**src/rtl/i2c_arbiter_pkg.sv**
```systemverilog
// rtl/i2c_arbiter_pkg.sv - shared types and widths for the I2C master arbiter
package i2c_arb_pkg;

  localparam int ADDR_W               = 7;
  localparam int DATA_W               = 32;
  localparam int TIMEOUT_CYCLES_DEF   = 4096;

  typedef enum logic [1:0] {
    ST_IDLE   = 2'd0,
    ST_LAUNCH = 2'd1,
    ST_BUSY   = 2'd2,
    ST_DONE   = 2'd3
  } arb_state_t;

endpackage

```
**src/rtl/i2c_arbiter_if.sv**
```systemverilog
// rtl/i2c_arbiter_if.sv - requester-side and master-side signals of the arbiter
interface i2c_arbiter_if #(
  parameter int NUM_REQ = 4
);
  import i2c_arb_pkg::*;

  logic [NUM_REQ-1:0]        req_valid;
  logic [NUM_REQ*ADDR_W-1:0] req_addr;
  logic [NUM_REQ-1:0]        req_rw;
  logic [NUM_REQ*DATA_W-1:0] req_wdata;
  logic [NUM_REQ-1:0]        req_ready;
  logic [NUM_REQ-1:0]        rsp_valid;
  logic [DATA_W-1:0]         rsp_rdata;
  logic                      rsp_err;
  logic [ADDR_W-1:0]         m_addr;
  logic                      m_rw;
  logic [DATA_W-1:0]         m_wdata;
  logic                      m_enable;
  logic                      m_ready;
  logic [DATA_W-1:0]         m_rdata;
  logic                      busy;

  // slave: the arbiter itself; master: the surrounding requesters and I2C master
  modport slave (
    input  req_valid, req_addr, req_rw, req_wdata, m_ready, m_rdata,
    output req_ready, rsp_valid, rsp_rdata, rsp_err,
           m_addr, m_rw, m_wdata, m_enable, busy
  );

  modport master (
    output req_valid, req_addr, req_rw, req_wdata, m_ready, m_rdata,
    input  req_ready, rsp_valid, rsp_rdata, rsp_err,
           m_addr, m_rw, m_wdata, m_enable, busy
  );

endinterface

```
**src/rtl/i2c_arbiter_rr_pick.sv**
```systemverilog
// rtl/i2c_arbiter_rr_pick.sv - combinational round-robin picker: first request at or after the pointer
module rr_pick #(
  parameter int N  = 4,
  parameter int IW = 2
) (
  input  logic [N-1:0]  i_req,
  input  logic [IW-1:0] i_ptr,
  output logic [N-1:0]  o_gnt,
  output logic [IW-1:0] o_idx,
  output logic          o_any
);

  int              w_c;
  logic [IW-1:0]   w_ci;

  always_comb begin
    o_gnt = '0;
    o_idx = '0;
    o_any = 1'b0;
    w_c   = 0;
    w_ci  = '0;
    for (int i = 0; i < N; i++) begin
      w_c = int'(i_ptr) + i;
      if (w_c >= N) w_c = w_c - N;
      w_ci = IW'(w_c);
      if (!o_any && i_req[w_ci]) begin
        o_any       = 1'b1;
        o_gnt[w_ci] = 1'b1;
        o_idx       = w_ci;
      end
    end
  end

endmodule

```
**src/rtl/i2c_arbiter.sv**
```systemverilog
// rtl/i2c_arbiter.sv - round-robin arbiter sharing one I2C master among NUM_REQ requesters
// Optional per-phase watchdog enabled by defining I2C_ARB_TIMEOUT_EN.
module i2c_arbiter
  import i2c_arb_pkg::*;
#(
  parameter int NUM_REQ = 4
`ifdef I2C_ARB_TIMEOUT_EN
  , parameter int TIMEOUT_CYCLES = TIMEOUT_CYCLES_DEF
`endif
) (
  input logic           clk,
  input logic           rst,
  i2c_arbiter_if.slave  bus
);

  localparam int IW = (NUM_REQ > 1) ? $clog2(NUM_REQ) : 1;

  arb_state_t          r_state;
  arb_state_t          w_next;
  logic [IW-1:0]       r_ptr;
  logic [IW-1:0]       r_win;
  logic [NUM_REQ-1:0]  w_gnt;
  logic [IW-1:0]       w_idx;
  logic                w_any;
  logic                w_grant;
  logic                w_tmo;

  logic [ADDR_W-1:0]   r_m_addr;
  logic                r_m_rw;
  logic [DATA_W-1:0]   r_m_wdata;
  logic                r_m_enable;
  logic [DATA_W-1:0]   r_rsp_rdata;

  rr_pick #(.N(NUM_REQ), .IW(IW)) u_pick (
    .i_req (bus.req_valid),
    .i_ptr (r_ptr),
    .o_gnt (w_gnt),
    .o_idx (w_idx),
    .o_any (w_any)
  );

  assign w_grant = (r_state == ST_IDLE) && bus.m_ready && w_any;

`ifdef I2C_ARB_TIMEOUT_EN
  localparam int CNT_W = (TIMEOUT_CYCLES > 2) ? $clog2(TIMEOUT_CYCLES) : 1;

  logic [CNT_W-1:0] r_cnt;
  logic             r_err;

  assign w_tmo = ((r_state == ST_LAUNCH) || (r_state == ST_BUSY)) &&
                 (r_cnt == CNT_W'(TIMEOUT_CYCLES - 1));

  // Counter restarts on every state change, which covers LAUNCH and BUSY entry.
  always_ff @(posedge clk or posedge rst) begin
    if (rst) begin
      r_cnt <= '0;
      r_err <= 1'b0;
    end else begin
      if (r_state != w_next)
        r_cnt <= '0;
      else if ((r_state == ST_LAUNCH) || (r_state == ST_BUSY))
        r_cnt <= r_cnt + 1'b1;

      if (w_tmo)
        r_err <= 1'b1;
      else if (r_state == ST_DONE)
        r_err <= 1'b0;
    end
  end

  assign bus.rsp_err = r_err;
`else
  assign w_tmo       = 1'b0;
  assign bus.rsp_err = 1'b0;
`endif

  always_comb begin
    w_next = r_state;
    case (r_state)
      ST_IDLE:   if (w_grant) w_next = ST_LAUNCH;
      ST_LAUNCH: if (w_tmo || !bus.m_ready) w_next = (w_tmo ? ST_DONE : ST_BUSY);
      ST_BUSY:   if (w_tmo || bus.m_ready) w_next = ST_DONE;
      ST_DONE:   w_next = ST_IDLE;
      default:   w_next = ST_IDLE;
    endcase
  end

  always_ff @(posedge clk or posedge rst) begin
    if (rst) r_state <= ST_IDLE;
    else     r_state <= w_next;
  end

  // Command registers hold from LAUNCH entry through DONE; enable drops before the master finishes.
  always_ff @(posedge clk or posedge rst) begin
    if (rst) begin
      r_ptr       <= '0;
      r_win       <= '0;
      r_m_addr    <= '0;
      r_m_rw      <= 1'b0;
      r_m_wdata   <= '0;
      r_m_enable  <= 1'b0;
      r_rsp_rdata <= '0;
    end else begin
      case (r_state)
        ST_IDLE: begin
          if (w_grant) begin
            r_win      <= w_idx;
            r_ptr      <= (w_idx == IW'(NUM_REQ - 1)) ? '0 : w_idx + 1'b1;
            r_m_addr   <= bus.req_addr[ADDR_W*w_idx +: ADDR_W];
            r_m_rw     <= bus.req_rw[w_idx];
            r_m_wdata  <= bus.req_wdata[DATA_W*w_idx +: DATA_W];
            r_m_enable <= 1'b1;
          end
        end
        ST_LAUNCH: begin
          if (w_tmo || !bus.m_ready) r_m_enable <= 1'b0;
          if (w_tmo) r_rsp_rdata <= '0;
        end
        ST_BUSY: begin
          if (w_tmo)             r_rsp_rdata <= '0;
          else if (bus.m_ready)  r_rsp_rdata <= bus.m_rdata;
        end
        default: ;
      endcase
    end
  end

  assign bus.req_ready = w_grant ? w_gnt : '0;
  assign bus.rsp_valid = (r_state == ST_DONE) ? (NUM_REQ'(1) << r_win) : '0;
  assign bus.rsp_rdata = r_rsp_rdata;
  assign bus.m_addr    = r_m_addr;
  assign bus.m_rw      = r_m_rw;
  assign bus.m_wdata   = r_m_wdata;
  assign bus.m_enable  = r_m_enable;
  assign bus.busy      = (r_state != ST_IDLE);

endmodule
```
**src/flat_wrapper.sv**
```systemverilog
// flat-port wrapper written by rule: the top's interface ports become plain ports
module i2c_arbiter_flat import i2c_arb_pkg::*;
#(
  parameter int NUM_REQ = 4

)
  (clk, rst, bus_req_valid, bus_req_addr, bus_req_rw, bus_req_wdata, bus_m_ready, bus_m_rdata, bus_req_ready, bus_rsp_valid, bus_rsp_rdata, bus_rsp_err, bus_m_addr, bus_m_rw, bus_m_wdata, bus_m_enable, bus_busy);
  i2c_arbiter_if #(.NUM_REQ(NUM_REQ)) bus_i ();
  input logic clk;
  input logic rst;
  input wire logic [$bits(bus_i.req_valid)-1:0] bus_req_valid;
  input wire logic [$bits(bus_i.req_addr)-1:0] bus_req_addr;
  input wire logic [$bits(bus_i.req_rw)-1:0] bus_req_rw;
  input wire logic [$bits(bus_i.req_wdata)-1:0] bus_req_wdata;
  input wire logic [$bits(bus_i.m_ready)-1:0] bus_m_ready;
  input wire logic [$bits(bus_i.m_rdata)-1:0] bus_m_rdata;
  output wire logic [$bits(bus_i.req_ready)-1:0] bus_req_ready;
  output wire logic [$bits(bus_i.rsp_valid)-1:0] bus_rsp_valid;
  output wire logic [$bits(bus_i.rsp_rdata)-1:0] bus_rsp_rdata;
  output wire logic [$bits(bus_i.rsp_err)-1:0] bus_rsp_err;
  output wire logic [$bits(bus_i.m_addr)-1:0] bus_m_addr;
  output wire logic [$bits(bus_i.m_rw)-1:0] bus_m_rw;
  output wire logic [$bits(bus_i.m_wdata)-1:0] bus_m_wdata;
  output wire logic [$bits(bus_i.m_enable)-1:0] bus_m_enable;
  output wire logic [$bits(bus_i.busy)-1:0] bus_busy;
  assign bus_i.req_valid = bus_req_valid;
  assign bus_i.req_addr = bus_req_addr;
  assign bus_i.req_rw = bus_req_rw;
  assign bus_i.req_wdata = bus_req_wdata;
  assign bus_i.m_ready = bus_m_ready;
  assign bus_i.m_rdata = bus_m_rdata;
  assign bus_req_ready = bus_i.req_ready;
  assign bus_rsp_valid = bus_i.rsp_valid;
  assign bus_rsp_rdata = bus_i.rsp_rdata;
  assign bus_rsp_err = bus_i.rsp_err;
  assign bus_m_addr = bus_i.m_addr;
  assign bus_m_rw = bus_i.m_rw;
  assign bus_m_wdata = bus_i.m_wdata;
  assign bus_m_enable = bus_i.m_enable;
  assign bus_busy = bus_i.busy;
  i2c_arbiter #(.NUM_REQ(NUM_REQ)) u_core (.clk(clk), .rst(rst), .bus(bus_i));
endmodule
```
**config.mk**
```make
export PLATFORM = sky130hd
export DESIGN_NAME = i2c_arbiter_flat
export DESIGN_NICKNAME = d
export VERILOG_FILES = /design/src/rtl/i2c_arbiter_pkg.sv /design/src/rtl/i2c_arbiter_if.sv /design/src/rtl/i2c_arbiter_rr_pick.sv /design/src/rtl/i2c_arbiter.sv /design/src/flat_wrapper.sv
export SDC_FILE = /design/constraint.sdc
export NUM_CORES = 1
export LEC_CHECK = 0
export CELL_PAD_IN_SITES_DETAIL_PLACEMENT = 1
export CELL_PAD_IN_SITES_GLOBAL_PLACEMENT = 1
export CORE_AREA = 4 4 146 148
export CTS_CLUSTER_DIAMETER = 80
export DETAILED_ROUTE_END_ITERATION = 12
export DIE_AREA = 0 0 150 152
export PLACE_DENSITY = 0.82
export SETUP_SLACK_MARGIN = 0.4
export SLEW_MARGIN = 30
export SYNTH_ARGS = -nofsm -noshare
export SYNTH_HDL_FRONTEND = slang
export SYNTH_SLANG_ARGS = --single-unit
```
**constraint.sdc**
```tcl
create_clock -name clk -period 3.2 [get_ports clk]
set_input_delay 0.64 -clock clk [delete_from_list [all_inputs] [get_ports clk]]
set_output_delay 0.64 -clock clk [all_outputs]
set_load 0.02 [all_outputs]
```
==> results.py <==
metrics = {
    "layout": {
        "layout-drive-gt1-share_pct": 16.9,
        "finalNetCount": 1072,
        "area_growth_pct": 64.0,
        "antenna_cells": 0,
    },
    "route": {
        "dr_total_vias": 6341,
        "first_iter_violations": 370,
        "finalWirelength_um": 26000,
        "antenna_left": 0,
        "routed_via_density": 5.58,
        "wl_per_cell_um": 22.9,
        "drcViolationCount": 0,
        "drt_pass1_iterations": 4,
    },
    "setup_path": {
        "critPathKind": "primary input to primary output",
        "required_ns": 2.56,
        "arrival_ns": 2.26,
        "max_stage_delay_ns": 0.54,
        "path_cells": "dlygate4sd2_1 -> mux4_2 -> nor2b_4 -> a22oi_1 -> or2_4 -> a21oi_4 -> buf_6",
        "worstPathMaxFanout": 5,
        "slowest_stage": "mux4_2",
        "cp-end-kind": "primary output",
        "cp-start-kind": "primary input",
        "reg2reg_slack_ns": 0.52,
    },
    "logic_synthesis": {
        "ys_seq_area_share_pct": 33.6,
        "syn_area_mm2": 0.00588,
        "syn_inst": 598,
        "synth-edff-count": 0,
        "ys_types": 48,
        "ys.flop_type": "dfrtp_1",
        "synth-seq-cells": 79,
        "async_flop_share_pct": 100,
        "synth_nets": 809,
        "yosys_warnings": 0,
        "synth.avg_cell_area_um2": 9.84,
    },
    "power": {
        "p_int_mw": 4.77,
        "p_leak_nw": 3.77,
        "pwr-share-seq_pct": 20.6,
        "p_total_mw": 8.74,
        "combPwrFrac_pct": 66.3,
        "peakVddDrop_mv": 0.388,
        "p_switching_mw": 3.97,
        "power_density_mw_per_mm2": 905,
        "swShare_pct": 45.4,
        "p_clk_share_pct": 13.1,
    },
    "die": {
        "die_y_um": 152,
        "io_pins": 282,
        "die_area_mm2": 0.0228,
        "die_x_um": 150,
        "start_util_pct": 29.4,
        "rows": 52,
        "core_mm2": 0.0200,
    },
    "clock_tree": {
        "cts_made_buffers": 9,
        "clockBufferDepth": 2,
        "clk_latency_ns": 0.36,
        "cts.sinks": 79,
        "ctsHtreeMaxLevel": 3,
        "cts_root_buf": "clkbuf_16",
        "cts_tree": "yes",
        "cts_hold_buffers": 0,
        "path_clk_slew_ns": 0.07,
    },
    "timing": {
        "slew_headroom_pct": 39.7,
        "tightest_slew_ns": 0.905,
        "tns_ns": 0,
        "rsz0062_at_grt": "yes",
        "slew_violations": 0,
        "hold_violations": 0,
        "holdWs_ns": 0.491,
        "finalCritPeriodShare_pct": 90.8,
        "period_needed_ns": 2.90,
        "timing.fmax_mhz": 344,
        "finalSetupViolations": 0,
        "skew_ns": 0.00638,
    },
    "grt": {
        "grt_use_total_pct": 22.0,
        "grt_pass1_wl_um": 39700,
        "grt_max_degree": 83,
        "first_global_vias": 6842,
        "grt-ovfl-total": 0,
        "antenna_found_initial": 1,
    },
    "min_path": {
        "hp-class": "register to register",
    },
    "status": {
        "status": "completed",
    },
    "place": {
        "port_buffers": 280,
        "hpwl_um": 18800,
        "place_congestion": 0.830,
    },
    "flow_run": {
        "drv_cap": 0,
    },
}
-- metal layers --
layer	track usage, %	share of wire [%]	vias up	wire (µm)
li1	-	-	2905	-
met1	26.4	40	3194	10400
met2	39.0	52	194	13600
met3	4.65	5.3	46	1390
met4	7.06	2.4	2	629
met5	0	0.050	-	13
-- layout make-up --
class,count,area [µm²]
clock buffers,9,225
repair buffers,330,3320
inverters,49,190
well taps,270,338
fillers,2242,10400
clock inverters,7,85.1
flip-flops and latches,79,1980
multi-input cells,392,3510
-- registers in the layout, indices dropped and copies added, names as in the netlist --
| register | flops |
|---|---|
| u_core.bus.m_addr | 7 |
| u_core.bus.m_enable | 1 |
| u_core.bus.m_rw | 1 |
| u_core.bus.m_wdata | 32 |
| u_core.bus.rsp_rdata | 32 |
| u_core.r_ptr | 2 |
| u_core.r_state | 2 |
| u_core.r_win | 2 |
-- final timing paths --
check	start	end	cells past startpoint
hold reg to reg	u_core.bus.m_wdata[26]	u_core.bus.m_wdata[26]	2
setup reg to reg	u_core.r_ptr[0]	u_core.bus.m_wdata[5]	10
hold / removal	u_core.bus.m_wdata[26]	u_core.bus.m_wdata[26]	2
max in group asynchronous	rst	u_core.r_ptr[0]	3
min in group asynchronous	rst	u_core.bus.rsp_rdata[3]	3
setup / recovery	bus_req_valid[2]	bus_req_ready[0]	7
-- cells by family (layout without fill, tap and decap cells) --
family | after synthesis | after routing | share of synthesized area (%)
fa+ha+maj | 12 | 12 | 2.55
other cells | 1 | 1 | 0.0637
flops | 79 | 79 | 33.6
compound gates | 232 | 232 | 33.7
simple gates | 68 | 68 | 5.42
buf+inv | 127 | 395 | 9.76
mux | 79 | 79 | 14.9
-- power by group through the flow --
| stage | registers, mW | clock network (mW) | logic, mW |
|---|---|---|---|
| 2_1_floorplan | 2.30 | 0 | 2.58 |
| 3_3_place_gp | 1.76 | 0 | 5.31 |
| 3_5_place_dp | 1.80 | 0 | 5.46 |
| 4_1_cts | 1.80 | 1.16 | 5.68 |
| 5_1_grt | 1.87 | 1.21 | 6.15 |
| 6_report | 1.80 | 1.14 | 5.79 |
-- what timing repair did --
item / in CTS / in global routing
gates resized for setup: 46 / 5
endpoints found under the setup margin: 11 / 33
setup buffers: 7 / 2
pin swaps: 3 / 9
cloned: 0 / 1
-- cell usage after synthesis (12+ instances only) --
master | instances | area share [%]
o311ai_1 | 40 | 6.0
mux2i_1 | 42 | 7.1
buf_6 | 12 | 2.3
mux2_2 | 34 | 6.5
nand2_1 | 47 | 3.0
o2bb2ai_1 | 40 | 6.0
clkbuf_1 | 53 | 3.4
o2111ai_1 | 80 | 12
dfrtp_1 | 79 | 34
ha_1 | 12 | 2.6
inv_1 | 49 | 3.1
a211oi_1 | 40 | 5.1
-- critical path, delay by kind of cell --
family	cells	cell delay [ns]
buffers and inverters	2	0.40
AO/OA/AOI/OAI	2	0.22
AND/OR/NAND/NOR	2	0.46
multiplexers	1	0.54
-- cell usage in the layout (no fill, tap or decap), types with 2 or more instances in the layout --
cell	netlist	final
a211oi_1	40	40
a21oi_1	6	2
a21oi_4	1	5
a22oi_2	0	7
and2_2	0	2
buf_12	0	9
buf_4	1	36
buf_6	12	7
clkbuf_16	0	10
clkdlybuf4s50_1	0	272
clkinvlp_4	0	3
dfrtp_1	79	78
dlygate4sd2_1	0	3
ha_1	12	11
inv_1	49	46
inv_6	0	2
inv_8	0	2
mux2_2	34	34
mux2i_1	42	41
mux4_2	1	3
nand2_1	47	46
nor2_1	5	5
o2111ai_1	80	80
o21ai_0	3	3
o21ai_4	0	2
o2bb2ai_1	40	40
o311ai_1	40	40
or2_4	0	4
-- metrics by stage --
stage / area [µm²] / cells / setup slack, ns / utilization [%]
after floorplan: 5960 / 598 / 0.385 / -
after global placement: 9160 / 1110 / -0.363 / 45.7
after detailed placement: 9160 / 1110 / -0.404 / 45.7
after CTS: 9580 / 1133 / 0.332 / 47.8
after global routing: 9650 / 1136 / 0.220 / 48.1
final: 9650 / 1136 / 0.296 / 48.1
No activity file was read; power rests on OpenSTA's default activity.
